File: src/rtl/ctrl_pkg.sv
// Shared types and encodings for the CPU control FSM and its instruction decoder.
package ctrl_pkg;

  typedef enum logic [3:0] {
    S_WAIT, S_DECODE, S_MOV_IMM, S_GET_A, S_GET_B, S_ALU, S_WRITE, S_ADDR,
    S_LD_ADDR, S_MEM_RD, S_LD_WB, S_ST_C, S_MEM_WR, S_HALT, S_TRAP
  } state_t;

  typedef enum logic [1:0] {
    MEM_NONE  = 2'b00,
    MEM_READ  = 2'b01,
    MEM_WRITE = 2'b10
  } mem_cmd_t;

  typedef enum logic [1:0] {
    VSEL_C     = 2'b00,
    VSEL_PC    = 2'b01,
    VSEL_IMM8  = 2'b10,
    VSEL_MDATA = 2'b11
  } vsel_t;

  localparam logic [2:0] OPC_LDR  = 3'b011;
  localparam logic [2:0] OPC_STR  = 3'b100;
  localparam logic [2:0] OPC_ALU  = 3'b101;
  localparam logic [2:0] OPC_MOV  = 3'b110;
  localparam logic [2:0] OPC_HALT = 3'b111;

  localparam logic [1:0] OP_ADD     = 2'b00;
  localparam logic [1:0] OP_CMP     = 2'b01;
  localparam logic [1:0] OP_AND     = 2'b10;
  localparam logic [1:0] OP_MVN     = 2'b11;
  localparam logic [1:0] OP_MOV_REG = 2'b00;
  localparam logic [1:0] OP_MOV_IMM = 2'b10;

  typedef enum logic [3:0] {
    K_ILLEGAL, K_MOV_IMM, K_MOV_REG, K_MVN, K_ALU, K_CMP, K_LDR, K_STR, K_HALT
  } kind_t;

  // Collapses opcode/op into the handful of sequences the FSM distinguishes.
  function automatic kind_t classify(input logic [2:0] opcode, input logic [1:0] op);
    kind_t k;
    k = K_ILLEGAL;
    case ({opcode, op})
      {OPC_MOV, OP_MOV_IMM}: k = K_MOV_IMM;
      {OPC_MOV, OP_MOV_REG}: k = K_MOV_REG;
      {OPC_ALU, OP_MVN}:     k = K_MVN;
      {OPC_ALU, OP_ADD},
      {OPC_ALU, OP_AND}:     k = K_ALU;
      {OPC_ALU, OP_CMP}:     k = K_CMP;
      {OPC_LDR, 2'b00}:      k = K_LDR;
      {OPC_STR, 2'b00}:      k = K_STR;
      {OPC_HALT, 2'b00}:     k = K_HALT;
      default:               k = K_ILLEGAL;
    endcase
    return k;
  endfunction

endpackage

File: src/rtl/instr_decoder.sv
// Combinational instruction-register field splitter and immediate sign-extender.
module instr_decoder (
  input  logic [15:0] ir_i,
  output logic [2:0]  opcode_o,
  output logic [1:0]  op_o,
  output logic [2:0]  rn_o,
  output logic [2:0]  rd_o,
  output logic [1:0]  sh_o,
  output logic [2:0]  rm_o,
  output logic [15:0] sximm5_o,
  output logic [15:0] sximm8_o
);

  assign opcode_o = ir_i[15:13];
  assign op_o     = ir_i[12:11];
  assign rn_o     = ir_i[10:8];
  assign rd_o     = ir_i[7:5];
  assign sh_o     = ir_i[4:3];
  assign rm_o     = ir_i[2:0];
  assign sximm5_o = {{11{ir_i[4]}}, ir_i[4:0]};
  assign sximm8_o = {{8{ir_i[7]}}, ir_i[7:0]};

endmodule

File: src/rtl/cpu_controller.sv
// Instruction register and Moore control FSM for the 16-bit datapath.
// Define CTRL_ILLEGAL_TRAP_EN to trap undefined encodings instead of treating them as NOPs.
module cpu_controller
  import ctrl_pkg::*;
#(
  parameter int MEM_RD_WAIT = 1
) (
  input  logic        clk,
  input  logic        rst_n,
  input  logic [15:0] instr_in,
  input  logic        instr_valid,
  output logic        instr_ready,
  output logic [2:0]  readnum,
  output logic [2:0]  writenum,
  output logic        write,
  output logic [1:0]  vsel,
  output logic        loada,
  output logic        loadb,
  output logic        asel,
  output logic        bsel,
  output logic        loadc,
  output logic        loads,
  output logic [1:0]  shift,
  output logic [1:0]  ALUop,
  output logic [15:0] sximm5,
  output logic [15:0] sximm8,
  output logic        load_addr,
  output logic [1:0]  mem_cmd,
`ifdef CTRL_ILLEGAL_TRAP_EN
  output logic        illegal,
`endif
  output logic        halted
);

  localparam logic [2:0] RD_CNT_INIT = 3'(MEM_RD_WAIT - 1);

  state_t      state_q, state_d;
  logic [15:0] ir_q, ir_d;
  logic [2:0]  rd_cnt_q, rd_cnt_d;
  logic [2:0]  opcode, rn, rd, rm;
  logic [1:0]  op, sh;
  logic        ready_s;
  kind_t       kind;

  instr_decoder u_decoder (
    .ir_i    (ir_q),
    .opcode_o(opcode),
    .op_o    (op),
    .rn_o    (rn),
    .rd_o    (rd),
    .sh_o    (sh),
    .rm_o    (rm),
    .sximm5_o(sximm5),
    .sximm8_o(sximm8)
  );

  assign kind = classify(opcode, op);

  always_ff @(posedge clk or negedge rst_n) begin
    // NOTE: state registers use non-blocking assignments so every flop samples pre-edge values.
    if (!rst_n) begin
      state_q  <= S_WAIT;
      ir_q     <= '0;
      rd_cnt_q <= '0;
    end else begin
      state_q  <= state_d;
      ir_q     <= ir_d;
      rd_cnt_q <= rd_cnt_d;
    end
  end

  always_comb begin
    // NOTE: every signal gets a default first so no path through the case can infer a latch.
    state_d   = state_q;
    ir_d      = ir_q;
    rd_cnt_d  = rd_cnt_q;
    ready_s   = 1'b0;
    readnum   = '0;
    writenum  = '0;
    write     = 1'b0;
    vsel      = VSEL_C;
    loada     = 1'b0;
    loadb     = 1'b0;
    asel      = 1'b0;
    bsel      = 1'b0;
    loadc     = 1'b0;
    loads     = 1'b0;
    shift     = 2'b00;
    ALUop     = 2'b00;
    load_addr = 1'b0;
    mem_cmd   = MEM_NONE;
    halted    = 1'b0;

    unique case (state_q)
      S_WAIT: begin
        ready_s = 1'b1;
        if (instr_valid) begin
          ir_d    = instr_in;
          state_d = S_DECODE;
        end
      end
      S_DECODE: begin
        unique case (kind)
          K_MOV_IMM:                      state_d = S_MOV_IMM;
          K_MOV_REG, K_MVN:               state_d = S_GET_B;
          K_ALU, K_CMP, K_LDR, K_STR:     state_d = S_GET_A;
          K_HALT:                         state_d = S_HALT;
          default: begin
`ifdef CTRL_ILLEGAL_TRAP_EN
            state_d = S_TRAP;
`else
            state_d = S_WAIT;
`endif
          end
        endcase
      end
      S_MOV_IMM: begin
        writenum = rn;
        vsel     = VSEL_IMM8;
        write    = 1'b1;
        state_d  = S_WAIT;
      end
      S_GET_A: begin
        readnum = rn;
        loada   = 1'b1;
        state_d = (kind == K_LDR || kind == K_STR) ? S_ADDR : S_GET_B;
      end
      S_GET_B: begin
        // STR reuses GET_B to fetch the store data from Rd rather than Rm.
        readnum = (kind == K_STR) ? rd : rm;
        loadb   = 1'b1;
        state_d = (kind == K_STR) ? S_ST_C : S_ALU;
      end
      S_ALU: begin
        asel    = (kind == K_MOV_REG);
        shift   = sh;
        ALUop   = op;
        loadc   = (kind != K_CMP);
        loads   = (kind == K_CMP);
        state_d = (kind == K_CMP) ? S_WAIT : S_WRITE;
      end
      S_WRITE: begin
        writenum = rd;
        vsel     = VSEL_C;
        write    = 1'b1;
        state_d  = S_WAIT;
      end
      S_ADDR: begin
        bsel    = 1'b1;
        loadc   = 1'b1;
        state_d = S_LD_ADDR;
      end
      S_LD_ADDR: begin
        load_addr = 1'b1;
        if (kind == K_LDR) begin
          rd_cnt_d = RD_CNT_INIT;
          state_d  = S_MEM_RD;
        end else begin
          state_d  = S_GET_B;
        end
      end
      S_MEM_RD: begin
        mem_cmd = MEM_READ;
        if (rd_cnt_q == 3'd0) state_d = S_LD_WB;
        else                  rd_cnt_d = rd_cnt_q - 3'd1;
      end
      S_LD_WB: begin
        writenum = rd;
        vsel     = VSEL_MDATA;
        write    = 1'b1;
        mem_cmd  = MEM_READ;
        state_d  = S_WAIT;
      end
      S_ST_C: begin
        asel    = 1'b1;
        loadc   = 1'b1;
        state_d = S_MEM_WR;
      end
      S_MEM_WR: begin
        mem_cmd = MEM_WRITE;
        state_d = S_WAIT;
      end
      S_HALT:  halted  = 1'b1;
      S_TRAP:  state_d = S_TRAP;
      default: state_d = S_WAIT;
    endcase
  end

  // Gating with rst_n keeps the handshake closed for the whole reset pulse.
  assign instr_ready = ready_s & rst_n;

`ifdef CTRL_ILLEGAL_TRAP_EN
  assign illegal = (state_q == S_TRAP);
`endif

endmodule

File: config.mk
export PLATFORM = sky130hd
export DESIGN_NAME = cpu_controller
export DESIGN_NICKNAME = d
export VERILOG_FILES = /design/src/rtl/ctrl_pkg.sv /design/src/rtl/instr_decoder.sv /design/src/rtl/cpu_controller.sv
export SDC_FILE = /design/constraint.sdc
export NUM_CORES = 1
export LEC_CHECK = 0
export ABC_AREA = 1
export CAP_MARGIN = 5
export CORE_MARGIN = 2
export CORE_UTILIZATION = 39
export CTS_BUF_LIST = sky130_fd_sc_hd__clkbuf_16
export DETAILED_ROUTE_END_ITERATION = 10
export GPL_TIMING_DRIVEN = 0
export HOLD_SLACK_MARGIN = 0.1
export PLACE_DENSITY = 0.81
export SLEW_MARGIN = 5
export SYNTH_ARGS = -nofsm -noshare
export SYNTH_HDL_FRONTEND = slang
export SYNTH_SLANG_ARGS = --single-unit
File: constraint.sdc
create_clock -name clk -period 1.4 [get_ports clk]
set_input_delay 0.28 -clock clk [delete_from_list [all_inputs] [get_ports clk]]
set_output_delay 0.28 -clock clk [all_outputs]
set_load 0.02 [all_outputs]
Word level (Yosys, flattened, before mapping)
Memory sizes are Yosys's and may differ from the RTL's.
Index checks and enable logic that the tools add are counted.
{"block": "classes", "add_sub_neg": 1, "eq_ne": 23, "n_mux": 27, "bitwise_logic": 2, "reduce_logical": 11}
{"cell": "$pmux W4 S11", "count": 1}
{"cell": "$eq A4 B3 Y1 const B", "count": 7}
{"cell": "$eq A4 B4 Y1 const B", "count": 7}
{"cell": "$pmux W3 S2", "count": 3}
{"cell": "$mux W4", "count": 4}
{"cell": "$eq A4 B2 Y1 const B", "count": 3}
{"cell": "$mux W3", "count": 4}
{"cell": "$mux W1", "count": 8}
{"cell": "$ne A2 B2 Y1 const B", "count": 4}
{"cell": "$pmux W2 S2", "count": 2}
{"cell": "$mux W2", "count": 3}
{"cell": "$reduce_and A3 Y1", "count": 2}
{"cell": "$reduce_or A2 Y1", "count": 3}
{"cell": "$eq A4 B1 Y1 const B", "count": 1}
{"cell": "$logic_not A4 Y1", "count": 1}
{"cell": "$ne A4 B3 Y1 const B", "count": 1}
{"cell": "$pmux W1 S2", "count": 2}
{"cell": "$logic_not A3 Y1", "count": 1}
{"cell": "$reduce_or A3 Y1", "count": 1}
{"cell": "$sub A3 B1 Y3 const B", "count": 1}
{"cell": "$reduce_and A2 Y1", "count": 1}
{"cell": "$reduce_bool A2 Y1", "count": 1}
{"cell": "$and A1 B1 Y1", "count": 1}
{"cell": "$logic_or A1 B1 Y1", "count": 1}
{"cell": "$not A1 Y1", "count": 1}
{"block": "word_totals", "reg_bits": 23, "rom_bits": 192, "elab_cells": 69, "memories": 2}
{"name": "(name not given)", "words": 32, "width": 4, "read_ports": 1, "rd_clocked_by_memory_dff": 0, "write_ports": 0, "line_no": "ctrl_pkg.sv:43", "rtl": "case ({opcode, op})"}
{"name": "(name not given)", "words": 16, "width": 4, "read_ports": 1, "rd_clocked_by_memory_dff": 0, "write_ports": 0, "line_no": "cpu_controller.sv:103", "rtl": "unique case (kind)"}

Logic depth before layout (Yosys ltp)
Gate-level depths: netlist (run 1).
An unclocked memory read counts as a cell.
{"block": "depth", "word_depth": 5, "depth_mapped": 11, "ltp_nobuf": 11}

By module
Synthesis (run 1) repeated with hierarchy kept, for this count alone.
{"block": "hier_totals", "cells_unflattened": 262, "area_unflattened_um2": 1988.2}
{"mod": "cpu_controller", "n_inst": 1, "cells_per_inst": 214, "area_per_inst_um2": 1627.8}
{"mod": "instr_decoder", "n_inst": 1, "cells_per_inst": 48, "area_per_inst_um2": 360.3}

Worst setup path before layout (run 1)
No wires, ideal clock.
{"block": "synth_timing", "path_type": "register -> output", "from": "reg state_q[2]", "to": "out asel", "arrival_time_ns": 1.481, "setup_slack_ns": -0.361, "stages_incl_launch_ff": 7, "cell_sequence": "dfrtp_1 -> inv_2 -> nor2_2 -> inv_2 -> nor2_1 -> inv_1 -> o31ai_1"}
{"block": "synth_between", "elab_chain_cells": 2}
{"element": "from (decl)", "line_no": "cpu_controller.sv:37", "rtl": "state_t state_q, state_d;"}
{"element": "from (signal assigned)", "line_no": "cpu_controller.sv:66", "rtl": "state_q <= state_d;"}
{"element": "$eq A4 B4 Y1 or $eq A4 B3 Y1 (tied branches)", "line_no": "cpu_controller.sv:94", "rtl": "unique case (state_q)"}
{"element": "$pmux W1 S2 *", "line_no": "cpu_controller.sv:94"}
{"element": "to (decl)", "line_no": "cpu_controller.sv:19", "rtl": "output logic asel,"}
Mark *: on every way between the ends. The rest lies on a longest branch, timed or not.

Worst setup path after layout (run 1)
{"block": "layout_timing", "from": "reg ir_q[12]", "to": "out readnum[2]"}
{"block": "layout_between", "elab_chain_cells": 4}
{"element": "from (decl)", "line_no": "cpu_controller.sv:38", "rtl": "logic [15:0] ir_q, ir_d;"}
{"element": "from (signal assigned)", "line_no": "cpu_controller.sv:67", "rtl": "ir_q <= ir_d;"}
{"element": "$mem_v2 Z32 W4"}
{"element": "$eq A4 B3 Y1", "line_no": "cpu_controller.sv:130", "rtl": "readnum = (kind == K_STR) ? rd : rm;"}
{"element": "$mux W3", "line_no": "cpu_controller.sv:130"}
{"element": "$pmux W3 S2", "line_no": "cpu_controller.sv:94"}
{"element": "to (decl)", "line_no": "cpu_controller.sv:13", "rtl": "output logic [2:0] readnum,"}
Every way passes these cells.

==> results of run 1 <==
[power by group through the flow]
| stage | Clock (W) | Sequential [W] | Combinational [W] |
|---|---|---|---|
| 6_report | 0.000655 | 0.00135 | 0.00672 |
| 5_1_grt | 0.000671 | 0.00138 | 0.00702 |
| 4_1_cts | 0.000636 | 0.00127 | 0.00572 |
| 3_5_place_dp | 0 | 0.00134 | 0.00454 |
| 3_3_place_gp | 0 | 0.00132 | 0.00445 |
| 2_1_floorplan | 0 | 0.00124 | 0.00304 |
[cell type report]
type	count	area (um2)
plain buffers	34	275
clock buffers	3	75.1
clock inverters	1	3.75
fillers	249	774
inverters	34	154
multi-input cells	145	1300
flip-flops and latches	23	586
well taps	52	65.1
repair buffers	139	1210
[critical path: stages (launching register included)]
cell	delay, ns
dfrtp_2	0.49
nand2_2	0.09
nor2_1	0.15
nand2_2	0.11
nand3_4	0.14
nand3_2	0.09
nand2_2	0.09
inv_2	0.06
nand2_1	0.06
o211ai_1	0.09
buf_4	0.17
[registers in the layout, indices dropped and copies added (netlist names)]
signal,count
ir_q,16
state_q,4
rd_cnt_q,3
[per-stage QoR]
| stage | instance area [um2] | utilization [%] | TNS, ns | std cells | total power, W |
|---|---|---|---|---|---|
| after floorplan | 1920 | - | -1.38 | 235 | 0.00429 |
| after global placement | 2720 | 61.3 | -24.41 | 361 | 0.00577 |
| after detailed placement | 2720 | 61.3 | -27.07 | 361 | 0.00588 |
| after CTS | 3340 | 75.2 | -9.96 | 413 | 0.00762 |
| after global routing | 3670 | 82.6 | -18.05 | 431 | 0.00907 |
| final | 3670 | 82.6 | -16.62 | 431 | 0.00873 |
[worst max-delay path by stage]
stage	start	to	slack, ns	cells after the start
2_1_floorplan	state_q[2]	readnum[0]	-0.26	6
5_1_grt	ir_q[11]	readnum[2]	-0.74	9
3_3_place_gp	rst_n	instr_ready	-1.29	4
6_report	ir_q[12]	readnum[2]	-0.68	10
3_5_place_dp	rst_n	instr_ready	-1.34	4
4_1_cts	ir_q[13]	readnum[1]	-0.58	11
[logic make-up (layout without fill, tap and decap cells)]
kind of cell | after synthesis | in the layout
adder cells (fa/ha/maj) | 2 | 2
AO/OA/AOI/OAI | 30 | 30
flip-flops | 23 | 23
multiplexers | 6 | 6
XOR/XNOR | 1 | 1
buffers and inverters | 68 | 211
AND/OR/NAND/NOR | 105 | 106
[what timing repair did]
action | 4_1_cts | 5_1_grt
pin swaps | 20 | 24
gates cloned | 2 | 0
setup endpoints to repair | 79 | 65
resized for setup | 323 | 66
hold buffers | 0 | 0
setup buffers | 47 | 27
[cells in the mapped netlist]
cell	number	share of area, %
buf_4	32	13
nand2_1	32	6.5
nor2_1	30	6.1
dfrtp_1	23	31
inv_1	19	3.9
nand3_1	15	4.1
nor2_2	15	5.1
inv_2	14	2.9
a21oi_2	10	4.8
mux2_4	6	4.9
nor2_4	5	3.1
o21ai_0	5	1.4
a21oi_1	3	0.82
o211ai_1	3	1.2
o21ai_1	3	0.82
o21ai_2	3	1.4
buf_6	2	1.2
ha_1	2	1.4
nand2_4	2	1.2
a22oi_1	1	0.41
clkinv_1	1	0.20
nand2_2	1	0.34
nand3_2	1	0.54
nand3_4	1	0.95
nand4_1	1	0.34
nand4_2	1	0.68
nor3_1	1	0.27
o22ai_1	1	0.34
o31ai_1	1	0.41
xor2_1	1	0.48
[routing by layer]
metal  GRT usage, %  vias to the layer above  share of wire, %
met1           29.9                     1126                36
met5              0                        -                 0
li1               -                     1004                 -
met4           11.1                        0               5.9
met2           50.6                      145                52
met3           4.01                       51               6.4
==> metrics, run 1 <==
status complete, but fails checks; violations in the final reports DRC, setup timing; Worst Path Max Fanout 5; initial DRC count around 190; final max-slew violation count 0; reg2reg path depth 13; P_leak between 1.5 and 2 nW; final hold vios 0; clk_lat worst skew between 0.2 and 0.3 ns; clk slew on worst S/H paths about 0.07 ns; RR Endpoint state_q[2]; final setup fails 47; R2R Path Start state_q[2]; Net Sw Frac about half; Initial Util between 40% and 50%; ANT cells 0; Die Y between 70 and 80 um; via count 2326; pre-CTS WS -1.34 ns; Setup CP Type reg -> out; Max IR drop VDD ~1300 uV; worst min-delay path category in -> async; synthesized instance count about 240; sequential share of power 15.5%; post-synthesis simple-gate area fraction between 20% and 30%; detailed placement HPWL between 3 and 4 mm; CTS tree yes; Max Freq ~480 MHz; Compound-Gate Fraction of Synth Area 11.6%; Die ar. about 5300 um2; Internal Pwr Total 0.00450 W; Slew HR between 50 and 60%; xor/xnor cell area share of the yosys netlist less than 1%; sequential element share of the synthesized area 31.3%; H-tree depth 1; min cycle time layout between 2 and 2.5 ns; most common cell after layout, fill and taps aside buf_4; drt drc 2; GPL Wtd Cong roughly 0.83; drt wl/cell around 19 um; largest net degree at the start of global routing 25; Post-Synth Adder-Cell Area approximately 1.4%; CP Data Required Time roughly 1.1 ns; vias in the first global route between 2000 and 2500; crit share post-route 149%; Netlist Area Pre-Place 1840 um2; CTS root buf clkbuf_16; PortBufs between 70 and 80; Syn. warnings 0; global-route usage over all layers ~27%; Hold WS approximately 0.12 ns; synthesized flop and latch total 23; Psw ~0.0042 W; largest family of logic cells by synthesized area simple AND/OR/NAND/NOR gates; Yosys cell types 30; die width a little over 70 um; worst-margin pin slew 0.636 ns; CP Capture Type output port; Setup crit start kind flip-flop; CTS Sinks 23; drt first pass iters 9; share of cells above drive strength 1 74.7%; CTS Buf Count 3; fin nets roughly 400; RSZ-0062 raised after global routing true; clock share of power under 10%; Bufs on Longest Clock Path 2; area of the core about 4400 um2; mux cell area share after synthesis about 4.9%; Rows 24; vias per cell 5.40; first-pass GRT wire length roughly 11 mm; logic gate share of total power around 77%; max-cap violations 0; initial antenna violation count 0; Avg Cell Area, Syn 7.83 um2; ANT nets after route 0; GRT overflow 0; Setup WS post-layout -0.680 ns; synth-to-layout area growth 99.4%; PD cells roughly 2400 nW/um2; leading cell types in the layout, fill and taps excluded buf_4 (79), buf_6 (40), nor2_4 (33); Total Wirelength roughly 8.1 mm; Post-Syn Nets 256; # IOs 75; Worst Skew 0.00553 ns; flop-to-flop setup slack -0.59 ns; Worst EP arrival roughly 1.8 ns
Power figures use the tool's default switching activity.
==> run 2: changes to the inputs <==
CORE_ASPECT_RATIO = 0.75   (was not set)
TNS_END_PERCENT = 5   (was not set)
==> metrics, run 2 (synthesis gave the netlist of run 1 again) <==
GPL Wtd Cong 0.857 (was 0.835); RSZ-0062 raised after global routing true (unchanged); GR Layer Usage met3 4.59% (was 4.01%); worst min-delay path category in -> async (unchanged); Finished Cell Area 2860 um2 (was 3670 um2); GRT Max-Usage Layer met2 (unchanged); CP Capture Type output port (unchanged); leading cell types in the layout, fill and taps excluded buf_4 (89), nand2_1 (28), nor2_1 (21) (was buf_4 (79), buf_6 (40), nor2_4 (33)); ANT nets after route 0 (unchanged); Setup WS post-layout -0.647 ns (was -0.680 ns); final setup fails 45 (was 47); Total Wirelength 5.14 mm (was 8.13 mm); violations in the final reports setup timing (was DRC, setup timing); # IOs 75 (unchanged); footprint of the multi-input gates 1030 um2 (was 1300 um2); Setup CP Type reg -> out (unchanged); drt wl/cell 13.5 um (was 18.9 um); H-tree depth 1 (unchanged); Worst EP arrival 1.77 ns (was 1.80 ns); initial antenna violation count 0 (unchanged); CTS tree yes (unchanged); CTS Buf Count 3 (unchanged); DP Area 2690 um2 (was 2720 um2); flop-to-flop setup slack -0.17 ns (was -0.59 ns); first-pass GRT wire length 7.71 mm (was 11.0 mm); Largest register FFs 16 (unchanged); # fillers 401 (was 249); Max Freq 489 MHz (was 481 MHz); Setup crit start kind flip-flop (unchanged); PortBufs 74 (unchanged); share of cells above drive strength 1 60.1% (was 74.7%); worst-margin pin slew 0.646 ns (was 0.636 ns); final hold vios 0 (unchanged); Worst Skew 0.00204 ns (was 0.00553 ns); register area 586 um2 (unchanged); via count 1790 (was 2326); most common cell after layout, fill and taps aside buf_4 (unchanged); reg2reg path depth 10 (was 13); Worst Path Max Fanout 6 (was 5); ANT cells 0 (unchanged); post-route insts no fill 380 (was 431); global-route usage over all layers 18.0% (was 26.9%); setup TNS -9.26 ns (was -16.62 ns); Pwr Total 0.00672 W (was 0.00873 W); status complete, but fails checks (unchanged); CTS Sinks 23 (unchanged); max-cap violations 0 (unchanged); Largest regs ir_q: 16 flops, state_q: 4 flops, rd_cnt_q: 3 flops (unchanged); area of the core 4490 um2 (was 4440 um2); vias in the first global route 1670 (was 2272); Max IR drop VDD 1240 uV (was 1350 uV); die width 83.3 um (was 72.7 um); detailed placement HPWL 3.51 mm (was 3.71 mm); Rows 21 (was 24); drt drc 0 (was 2); vias per cell 4.71 (was 5.40); Slew HR 57.0% (was 57.6%); PD cells 2350 nW/um2 (was 2380 nW/um2); clk slew on worst S/H paths 0.06 ns (was 0.07 ns); Die Y 63.5 um (was 72.7 um); P_leak 1.42 nW (was 1.78 nW); CTS root buf clkbuf_16 (unchanged); Die ar. 5290 um2 (was 5280 um2); final max-slew violation count 0 (unchanged); drt first pass iters 4 (was 9); synth-to-layout area growth 55.5% (was 99.4%); largest reg by FF count ir_q (unchanged); GRT overflow 0 (unchanged); CP Data Required Time 1.12 ns (about the same); met2 Track Usage GR 29.7% (was 50.6%); min cycle time layout 2.05 ns (was 2.08 ns); Inst Count DP 366 (was 361); Initial Util 41.0% (was 41.4%); clk_lat worst skew 0.26 ns (about the same); met1 usage 24.2% (was 29.9%); crit share post-route 146% (was 149%); initial DRC count 65 (was 188); largest net degree at the start of global routing 25 (unchanged); fin nets 345 (was 401); Bufs on Longest Clock Path 2 (unchanged)
## run 2: report_power, final
group / internal [W] / total [W] / switching, W
sequential: 0.000966 / 0.00139 / 0.000425
clock: 0.000385 / 0.000639 / 0.000254
combinational: 0.00217 / 0.00469 / 0.00251
## run 2: per-stage QoR
stage	setup slack, ns	hold WS (ns)	util [%]
final	-0.647	0.131	63.7
after global routing	-0.736	0.183	63.7
after CTS	-0.578	0.160	61.7
after detailed placement	-1.30	0.542	59.8
after global placement	-1.27	0.535	59.8
after floorplan	-0.258	-0.0156	-
## run 2: timing repair
action | CTS | global route
setup buffers | 7 | 3
resized for setup | 167 | 41
hold buffers | 0 | 0
pin swaps | 7 | 8
endpoints found under the setup margin | 100 | 47
hold endpoints to repair | 0 | 0
## run 2: path summary, 6_finish.rpt
check,from,endpoint
min in group clk,ir_q[8],ir_q[8]
hold / removal,rst_n,ir_q[9]
setup / recovery,ir_q[11],readnum[0]
hold reg to reg,ir_q[8],ir_q[8]
max in group asynchronous,rst_n,state_q[0]
setup reg to reg,ir_q[12],state_q[1]
## run 2: worst max-delay path, cell delays in order (launching register included)
cell      delay, ns
dfrtp_2        0.47
o21ai_4        0.21
nor2_2         0.07
nor2_4         0.18
nand4_4        0.12
o211ai_1       0.26
buf_4          0.19
## run 2: metal layers
layer / vias up / wire length (um)
met3: 2 / 476
met1: 798 / 2280
met5: - / 0
met2: 98 / 2370
met4: 0 / 16
li1: 892 / -
## run 2: final cells by class
class / count / share of cell area (%)
clock buffer: 3 / 2.62
inverter: 34 / 4.72
timing repair buffer: 84 / 24.2
multi-input combinational: 144 / 36.1
clock inverter: 1 / 0.175
buffer: 34 / 9.31
sequential: 23 / 20.5
tap: 57 / 2.49
